$ cat config.mk
export PLATFORM = sky130hd
export DESIGN_NAME = hazard_control_unit
export DESIGN_NICKNAME = d
export VERILOG_FILES = /design/src/rtl/pipeline_pkg.sv /design/src/rtl/muldiv_stall_counter.sv /design/src/rtl/hazard_control_unit.sv
export SDC_FILE = /design/constraint.sdc
export NUM_CORES = 1
export LEC_CHECK = 0
export CELL_PAD_IN_SITES_DETAIL_PLACEMENT = 1
export CELL_PAD_IN_SITES_GLOBAL_PLACEMENT = 2
export CORE_MARGIN = 4
export CORE_UTILIZATION = 21
export CTS_CLUSTER_SIZE = 20
export DETAILED_ROUTE_END_ITERATION = 8
export GPL_TIMING_DRIVEN = 1
export PLACE_DENSITY = 0.88
export SLEW_MARGIN = 10
export SYNTH_ARGS = -nofsm -noshare
export SYNTH_HDL_FRONTEND = slang
export SYNTH_SLANG_ARGS = --single-unit
export TNS_END_PERCENT = 50
$ cat constraint.sdc
create_clock -name clock -period 3.8 [get_ports clock]
set_clock_uncertainty 0.1 [all_clocks]
set_input_delay 0.95 -clock clock [delete_from_list [all_inputs] [get_ports clock]]
set_output_delay 0.95 -clock clock [all_outputs]
set_load 0.02 [all_outputs]
$ cat src/rtl/pipeline_pkg.sv
// Shared pipeline definitions: hazard FSM state encodings, register index width,
// control-output bundle and the load-use hazard predicate.
package pipeline_pkg;

  localparam int REG_IDX_W = 5;
  typedef logic [REG_IDX_W-1:0] reg_idx_t;
  localparam reg_idx_t REG_ZERO = 5'd0;

  typedef enum logic [1:0] {
    ST_RUN     = 2'd0,
    ST_MULDIV  = 2'd1,
    ST_MEMWAIT = 2'd2
  } hz_state_e;

  typedef struct packed {
    logic pc_write;
    logic if_id_stall;
    logic if_id_flush;
    logic id_ex_bubble;
    logic id_ex_hold;
  } hz_ctrl_t;

  localparam hz_ctrl_t CTRL_NONE   = '{pc_write: 1'b0, if_id_stall: 1'b0, if_id_flush: 1'b0,
                                       id_ex_bubble: 1'b0, id_ex_hold: 1'b0};
  localparam hz_ctrl_t CTRL_RUN    = '{pc_write: 1'b1, if_id_stall: 1'b0, if_id_flush: 1'b0,
                                       id_ex_bubble: 1'b0, id_ex_hold: 1'b0};
  localparam hz_ctrl_t CTRL_FREEZE = '{pc_write: 1'b0, if_id_stall: 1'b1, if_id_flush: 1'b0,
                                       id_ex_bubble: 1'b0, id_ex_hold: 1'b1};
  localparam hz_ctrl_t CTRL_FLUSH  = '{pc_write: 1'b1, if_id_stall: 1'b0, if_id_flush: 1'b1,
                                       id_ex_bubble: 1'b1, id_ex_hold: 1'b0};
  localparam hz_ctrl_t CTRL_LDUSE  = '{pc_write: 1'b0, if_id_stall: 1'b1, if_id_flush: 1'b0,
                                       id_ex_bubble: 1'b1, id_ex_hold: 1'b0};

  // A load into r0 never creates a dependency; rt only matters when the ID op reads it.
  function automatic logic load_use_hazard(input logic     ex_mem_read,
                                           input reg_idx_t ex_rt,
                                           input reg_idx_t rs_id,
                                           input reg_idx_t rt_id,
                                           input logic     uses_rt_id);
    return ex_mem_read && (ex_rt != REG_ZERO) &&
           ((ex_rt == rs_id) || (uses_rt_id && (ex_rt == rt_id)));
  endfunction

endpackage

$ cat src/rtl/muldiv_stall_counter.sv
// Down-counter tracking the remaining EX occupancy of a mult/div; done marks the last busy cycle.
module muldiv_stall_counter #(
  parameter int WIDTH = 3
) (
  input  logic             clock,
  input  logic             reset,
  input  logic             load,
  input  logic [WIDTH-1:0] load_value,
  input  logic             decrement,
  output logic [WIDTH-1:0] count,
  output logic             done
);

  always_ff @(posedge clock or posedge reset) begin
    if (reset)                         count <= '0;
    else if (load)                     count <= load_value;
    else if (decrement && count != '0) count <= count - 1'b1;
  end

  assign done = (count == WIDTH'(1));

endmodule

$ cat src/rtl/hazard_control_unit.sv
// Pipeline hazard controller: load-use stall, branch flush, mult/div and memory freezes.
// Optional macro HAZARD_STATS_EN adds saturating stall/flush statistics counters.
module hazard_control_unit
  import pipeline_pkg::*;
#(
  parameter int MULDIV_LATENCY = 4
) (
  input  logic                 clock,
  input  logic                 reset,
  input  logic [REG_IDX_W-1:0] rs_id,
  input  logic [REG_IDX_W-1:0] rt_id,
  input  logic                 uses_rt_id,
  input  logic                 ex_mem_read,
  input  logic [REG_IDX_W-1:0] ex_rt,
  input  logic                 branch_taken_ex,
  input  logic                 muldiv_start_ex,
  input  logic                 mem_stall,
  output logic                 pc_write,
  output logic                 if_id_stall,
  output logic                 if_id_flush,
  output logic                 id_ex_bubble,
  output logic                 id_ex_hold,
  output logic [1:0]           state
`ifdef HAZARD_STATS_EN
  ,
  output logic [31:0]          stall_cycles,
  output logic [31:0]          flush_count
`endif
);

  localparam int CNT_W = $clog2(MULDIV_LATENCY) + 1;

  hz_state_e        cur_state, next_state;
  hz_ctrl_t         ctrl;
  logic             cnt_load;
  logic             cnt_dec;
  logic             cnt_done;
  logic [CNT_W-1:0] cnt_value;
  logic             hazard;

  assign hazard = load_use_hazard(ex_mem_read, ex_rt, rs_id, rt_id, uses_rt_id);
  assign cnt_dec = (cur_state == ST_MULDIV);

  muldiv_stall_counter #(.WIDTH(CNT_W)) u_muldiv_cnt (
    .clock      (clock),
    .reset      (reset),
    .load       (cnt_load),
    .load_value (CNT_W'(MULDIV_LATENCY - 1)),
    .decrement  (cnt_dec),
    .count      (cnt_value),
    .done       (cnt_done)
  );

  // The first cycle after a memory wait is an ordinary RUN cycle, so events seen there
  // (branch, load-use, mult/div start) are acted on rather than dropped.
  always_comb begin
    ctrl       = CTRL_RUN;
    next_state = cur_state;
    cnt_load   = 1'b0;
    case (cur_state)
      ST_MULDIV: begin
        ctrl = CTRL_FREEZE;
        if (cnt_done) next_state = ST_RUN;
      end
      ST_RUN, ST_MEMWAIT: begin
        next_state = ST_RUN;
        if (mem_stall) begin
          ctrl       = CTRL_FREEZE;
          next_state = ST_MEMWAIT;
        end else if (branch_taken_ex) begin
          ctrl = CTRL_FLUSH;
        end else if (hazard) begin
          ctrl = CTRL_LDUSE;
        end else if (muldiv_start_ex) begin
          cnt_load   = 1'b1;
          next_state = ST_MULDIV;
        end
      end
      default: next_state = ST_RUN;
    endcase
    if (reset) ctrl = CTRL_NONE;
  end

  always_ff @(posedge clock or posedge reset) begin
    if (reset) cur_state <= ST_RUN;
    else       cur_state <= next_state;
  end

  assign pc_write     = ctrl.pc_write;
  assign if_id_stall  = ctrl.if_id_stall;
  assign if_id_flush  = ctrl.if_id_flush;
  assign id_ex_bubble = ctrl.id_ex_bubble;
  assign id_ex_hold   = ctrl.id_ex_hold;
  assign state        = cur_state;

`ifdef HAZARD_STATS_EN
  always_ff @(posedge clock or posedge reset) begin
    if (reset) begin
      stall_cycles <= '0;
      flush_count  <= '0;
    end else begin
      if (!ctrl.pc_write && stall_cycles != '1) stall_cycles <= stall_cycles + 1'b1;
      if (ctrl.if_id_flush && flush_count != '1) flush_count <= flush_count + 1'b1;
    end
  end
`endif

endmodule

==> impl_metrics.tcl, run 1 <==
set metrics [dict create \
    overflow 0 \
    syn_nets 78 \
    die_x_um 56.5 \
    synthArstFlopShare 1.00 \
    grt_antenna_before_repair 0 \
    synth_area_leaders "dfrtp_1, xor2_1, xnor2_1" \
    port_buffers 28 \
    worst_slew_pin_slew_ps 402 \
    track_usage 0.103 \
    cts_tree "yes" \
    areaGrowthSynthToFinish_pct 79.5 \
    min_delay_path_depth 1 \
    synthCells 53 \
    place_ws_ps -221 \
    place.detailed.hpwl_um 1340 \
    cp.arrival_ps 2690 \
    rsz0062_at_grt "true" \
    grt_pass1_wl_um 2630 \
    slew_headroom 0.729 \
    drive_above_1_share 0.217 \
    leakage_nw 0.371 \
    period_needed_ps 3740 \
    end_kind "primary output" \
    crit_type "in -> out" \
    min_delay_worst_endpoint "state[1]" \
    mostFrequentLayoutCell "clkdlybuf4s50_1" \
    regToRegStartpoint "u_muldiv_cnt.count[0]" \
    r2r_cells 6 \
    yosysTopAreaCellShare 0.253 \
    ys_types 29 \
    finalHoldViolations 0 \
    setup_viol 0 \
    grt_max_degree 7 \
    post-route-drc-count 0 \
    path_max_fanout 4 \
    cts_num_sinks 5 \
    hp-start "state[0]" \
    required_ps 2750 \
    drtAntennaViolNets 0 \
    cts-root-buf "clkbuf_4" \
    die_h_um 56.5 \
    clkSlewWorstSetupHoldPaths_ps 40 \
    powerDensity_nw_per_um2 386 \
    synth_top_flop_cell "dfrtp_1" \
    grt.busiest_layer "met2" \
    hold_buffers 0 \
    wl_um 1520 \
    pin_count 29 \
    reg2reg_slack_ps 2100 \
    post-route-period-util 0.985 \
    ys_seq_area_frac 0.253 \
    viasPerCell 4.52 \
    core_um2 2230 \
    synth_largest_area_cell "dfrtp_1" \
    synth-edff-count 0 \
    initial_core_util 0.221 \
    fillers 279 \
    place_congestion 0.653 \
    timing.fmax_mhz 267 \
    setup_slack_ps 56.0 \
    hold_path.class "reg -> reg" \
    ys_ff_latch 5 \
    drv_cap 0 \
    row_count 17 \
    gr-usage-met3 0.0207 \
    startpoint_type "primary input" \
    cts_inserted_buffers 3 \
    grt_pass1_vias 627 \
    whs_ps 433 \
    r2r-end "u_muldiv_cnt.count[1]" \
    design.die.area_um2 3190 \
    avgSynthCellArea_um2 9.32 \
    first_pass_iters 4 \
    nets 118 \
    yosys_warnings 0 \
    dr.first_iter.drc_count 16 \
    startpoint "ex_rt[4]" \
    mostFrequentLayoutCells "clkdlybuf4s50_1, buf_4, xor2_1, xnor2_1, dfrtp_1" \
    vias 542 \
    met2_usage 0.185 \
    status "completed" \
    antenna_cells 0 \
    finalMaxSlewViolations 0 \
    clock_latency_ps 240 \
    synth_area_um2 494 \
    ir_worst_vdd_mv 0.193 \
    wire_per_inst_um 12.7 \
    grtUsageMet1 0.119 \
    clock_path_buffers 2 \
    cts_max_level 1 \
]
[stage by stage]
stage | std cells | util | setup TNS [ps] | area, µm² | total power, W
after floorplan | 53 | - | 0 | 494 | 0.000201
after global placement | 115 | 0.383 | -573 | 855 | 0.000277
after detailed placement | 115 | 0.383 | -602 | 855 | 0.000285
after CTS | 119 | 0.393 | 0 | 877 | 0.000349
after global routing | 120 | 0.397 | -84.2 | 887 | 0.000378
final | 120 | 0.397 | 0 | 887 | 0.000343
[sequential cells by signal, indices dropped and copies added (netlist names)]
register	count
state	2
u_muldiv_cnt.count	3
[worst max-delay path: stages]
cell	delay, ps
clkdlybuf4s50_1	530
xnor2_1	140
nand3_1	120
nor3_2	210
a31oi_2	90
o311a_1	340
dlygate4sd2_1	320
[metal layers]
layer | up-vias | routed length, µm
li1 | 268 | -
met1 | 254 | 615
met2 | 18 | 814
met3 | 2 | 75
met4 | 0 | 16
met5 | - | 0
[repair_timing]
item,4_1_cts,5_1_grt
setup buffers,0,1
hold endpoints to repair,0,0
gates resized for setup,3,4
setup endpoints to repair,3,3
pin swaps,0,1
[power by group]
group          leakage [nW]  total (W)  internal [W]  switching (W)
clock network        0.0150  0.0000619     0.0000397      0.0000222
logic                 0.296   0.000187     0.0000973      0.0000899
registers            0.0603  0.0000935     0.0000747      0.0000188
[worst max-delay path by stage]
stage	end
after global routing	pc_write
after CTS	pc_write
after floorplan	pc_write
final	pc_write
after detailed placement	if_id_stall
after global placement	pc_write
[cell usage after synthesis, types with 2 or more instances]
cell type  n
or4_1      2
o21ai_0    2
ha_1       3
xnor2_1    5
dfrtp_1    5
nand2b_1   2
nor3_1     2
inv_1      4
xor2_1     6
a211o_2    2
nor2_1     2
[logic make-up after synthesis]
group	count (synthesis)	share of synthesized area
compound gates	13	0.215
xor+xnor	11	0.195
fa+ha+maj	3	0.0760
buf+inv	4	0.0304
flops	5	0.253
simple gates	17	0.230
[layout make-up]
cell class	instances	area, µm²	share of cell area
inverter	4	15.0	0.0169
clock buffer	4	26.3	0.0296
tap	28	35.0	0.0395
sequential	5	125	0.141
timing repair buffer	35	327	0.368
multi-input combinational	44	359	0.405
Note: power is estimated with default switching activity, not from simulation.
==> run 2, diff against run 1 <==
--- a/config.mk
+++ b/config.mk
@@ -7,13 +7,13 @@
 export LEC_CHECK = 0
 export CELL_PAD_IN_SITES_DETAIL_PLACEMENT = 1
 export CELL_PAD_IN_SITES_GLOBAL_PLACEMENT = 2
-export CORE_MARGIN = 4
+export CORE_MARGIN = 2
 export CORE_UTILIZATION = 21
 export CTS_CLUSTER_SIZE = 20
 export DETAILED_ROUTE_END_ITERATION = 8
 export GPL_TIMING_DRIVEN = 1
 export PLACE_DENSITY = 0.88
-export SLEW_MARGIN = 10
+export SLEW_MARGIN = 20
 export SYNTH_ARGS = -nofsm -noshare
 export SYNTH_HDL_FRONTEND = slang
 export SYNTH_SLANG_ARGS = --single-unit
==> run 2 against run 1 <==
Against the previous run: maximum frequency up 3.6%; sequential cell count unchanged; combinational power about the same; final area up 0.14%; critical path depth decreased by 1; count of clock-buffer cells in the layout did not move; utilization up 0.44 points; global-route usage is 2.1 points higher; worst setup slack better by 130 ps; first-iteration DRC count down 100%; clock power down 4.0%; via count is 3.5% higher; critical path type unchanged; largest power group unchanged.
==> impl_metrics.tcl, run 2 (same netlist as run 1, synthesis figures left out) <==
set metrics [dict create \
    required_ps 2750 \
    endpoint "pc_write" \
    mostFrequentLayoutCells "clkdlybuf4s50_1, buf_4, xor2_1, xnor2_1, dfrtp_1" \
    setup_slack_ps 186 \
    cts-root-buf "clkbuf_4" \
    r2r-end "u_muldiv_cnt.count[2]" \
    track_usage 0.125 \
    finalHoldViolations 0 \
    ir_worst_vdd_mv 0.153 \
    p_seq_frac 0.275 \
    grt_pass1_vias 575 \
    wire_per_inst_um 11.6 \
    grt_pass1_wl_um 2460 \
    startpoint "ex_rt[2]" \
    row_count 17 \
    intPower_w 0.000213 \
    tns_ps 0 \
    clock_latency_ps 240 \
    initial_core_util 0.223 \
    p_comb_frac 0.550 \
    seq_area_um2 125 \
    timing.fmax_mhz 277 \
    post-route-drc-count 0 \
    place.detailed.hpwl_um 1260 \
    antenna_cells 0 \
    fillers 271 \
    nets 120 \
    drv_cap 0 \
    hold_path.class "reg -> reg" \
    startpoint_type "primary input" \
    die_x_um 52.5 \
    slew_headroom 0.779 \
    finalPower_w 0.000338 \
    largest_register_ffs 3 \
    whs_ps 446 \
    path_max_fanout 4 \
    crit_type "in -> out" \
    pin_count 29 \
    drtAntennaViolNets 0 \
    clkSlewWorstSetupHoldPaths_ps 40 \
    areaGrowthSynthToFinish_pct 79.7 \
    mostFrequentLayoutCell "clkdlybuf4s50_1" \
    first_pass_iters 1 \
    p_sw_w 0.000125 \
    clock_path_buffers 2 \
    wl_um 1420 \
    place_ws_ps -206 \
    overflow 0 \
    cts_num_sinks 5 \
    r2r_cells 5 \
    design.die.area_um2 2760 \
    finalMaxSlewViolations 0 \
    grt_max_degree 7 \
    leakage_nw 0.378 \
    end_kind "primary output" \
    vias 561 \
    switching_share 0.371 \
    place_congestion 0.726 \
    rsz0062_at_grt "false" \
    cts_tree "yes" \
    multi_input_area_um2 354 \
    worst_slew_pin_slew_ps 329 \
    period_needed_ps 3610 \
    hold_buffers 0 \
    power_frac_clock 0.176 \
    port_buffers 28 \
    post-route-period-util 0.951 \
    status "completed" \
    viasPerCell 4.60 \
    core_um2 2210 \
    grt_antenna_before_repair 0 \
    reg2reg_slack_ps 2130 \
    utilization 0.402 \
    setup_viol 0 \
    cts_inserted_buffers 3 \
    cp.arrival_ps 2560 \
    drive_above_1_share 0.245 \
    dr.first_iter.drc_count 0 \
    cts_max_level 1 \
    powerDensity_nw_per_um2 380 \
    top_register "u_muldiv_cnt.count" \
    die_h_um 52.5 \
    regToRegStartpoint "state[0]" \
]
==> run 2: cell count changes in the layout (fill, tap and decap cells not counted) <==
cell	delta
nor3_2	-1
clkbuf_2	+2
clkdlybuf4s15_1	-1
dlygate4sd2_1	-1
buf_4	+2
nor3_1	+1
==> run 2: critical path, stage by stage <==
cell and delay [ps]:
clkdlybuf4s50_1 470, xor2_1 190, nor4_2 270, a31oi_2 170
o311a_1 350, clkbuf_2 160
==> run 2: worst min-delay path by stage <==
stage                               start  slack, ps  depth (start not counted)                     to
finish                           state[0]        450                          1               state[1]
global placement                 state[0]        430                          1               state[1]
floorplan           u_muldiv_cnt.count[1]        440                          3  u_muldiv_cnt.count[1]
global route                     state[0]        500                          1               state[1]
CTS                              state[0]        450                          1               state[1]
detailed placement               state[0]        450                          1               state[1]
==> run 2: area by class of cell <==
class | instances | share of cell area
multi-input cells | 44 | 0.399
repair buffers | 37 | 0.375
flip-flops and latches | 5 | 0.141
clock buffers | 4 | 0.0296
well taps | 28 | 0.0394
inverters | 4 | 0.0169
==> run 2: power groups by stage <==
stage	sequential, W	clock [W]	combinational [W]
floorplan	0.0000963	0	0.000105
global placement	0.0000921	0	0.000185
detailed placement	0.0000940	0	0.000190
CTS	0.0000936	0.0000626	0.000189
global route	0.0000964	0.0000689	0.000206
finish	0.0000928	0.0000594	0.000186
==> run 2: metrics by stage <==
stage / instance area (µm²) / cells
finish: 888 / 122
global route: 888 / 122
CTS: 885 / 120
detailed placement: 862 / 116
global placement: 862 / 116
floorplan: 494 / 53
==> run 2: layer usage <==
layer | track usage | wire [µm]
met5 | 0 | 0
met3 | 0.0343 | 111
met4 | 0.0641 | 26
met2 | 0.221 | 725
met1 | 0.133 | 552
==> run 2: timing repair <==
item                                   CTS  global route
endpoints found under the hold margin    0             0
setup buffers                            0             2
pin swaps                                0             2
gates resized for setup                  3             6
setup endpoints to repair                3             3
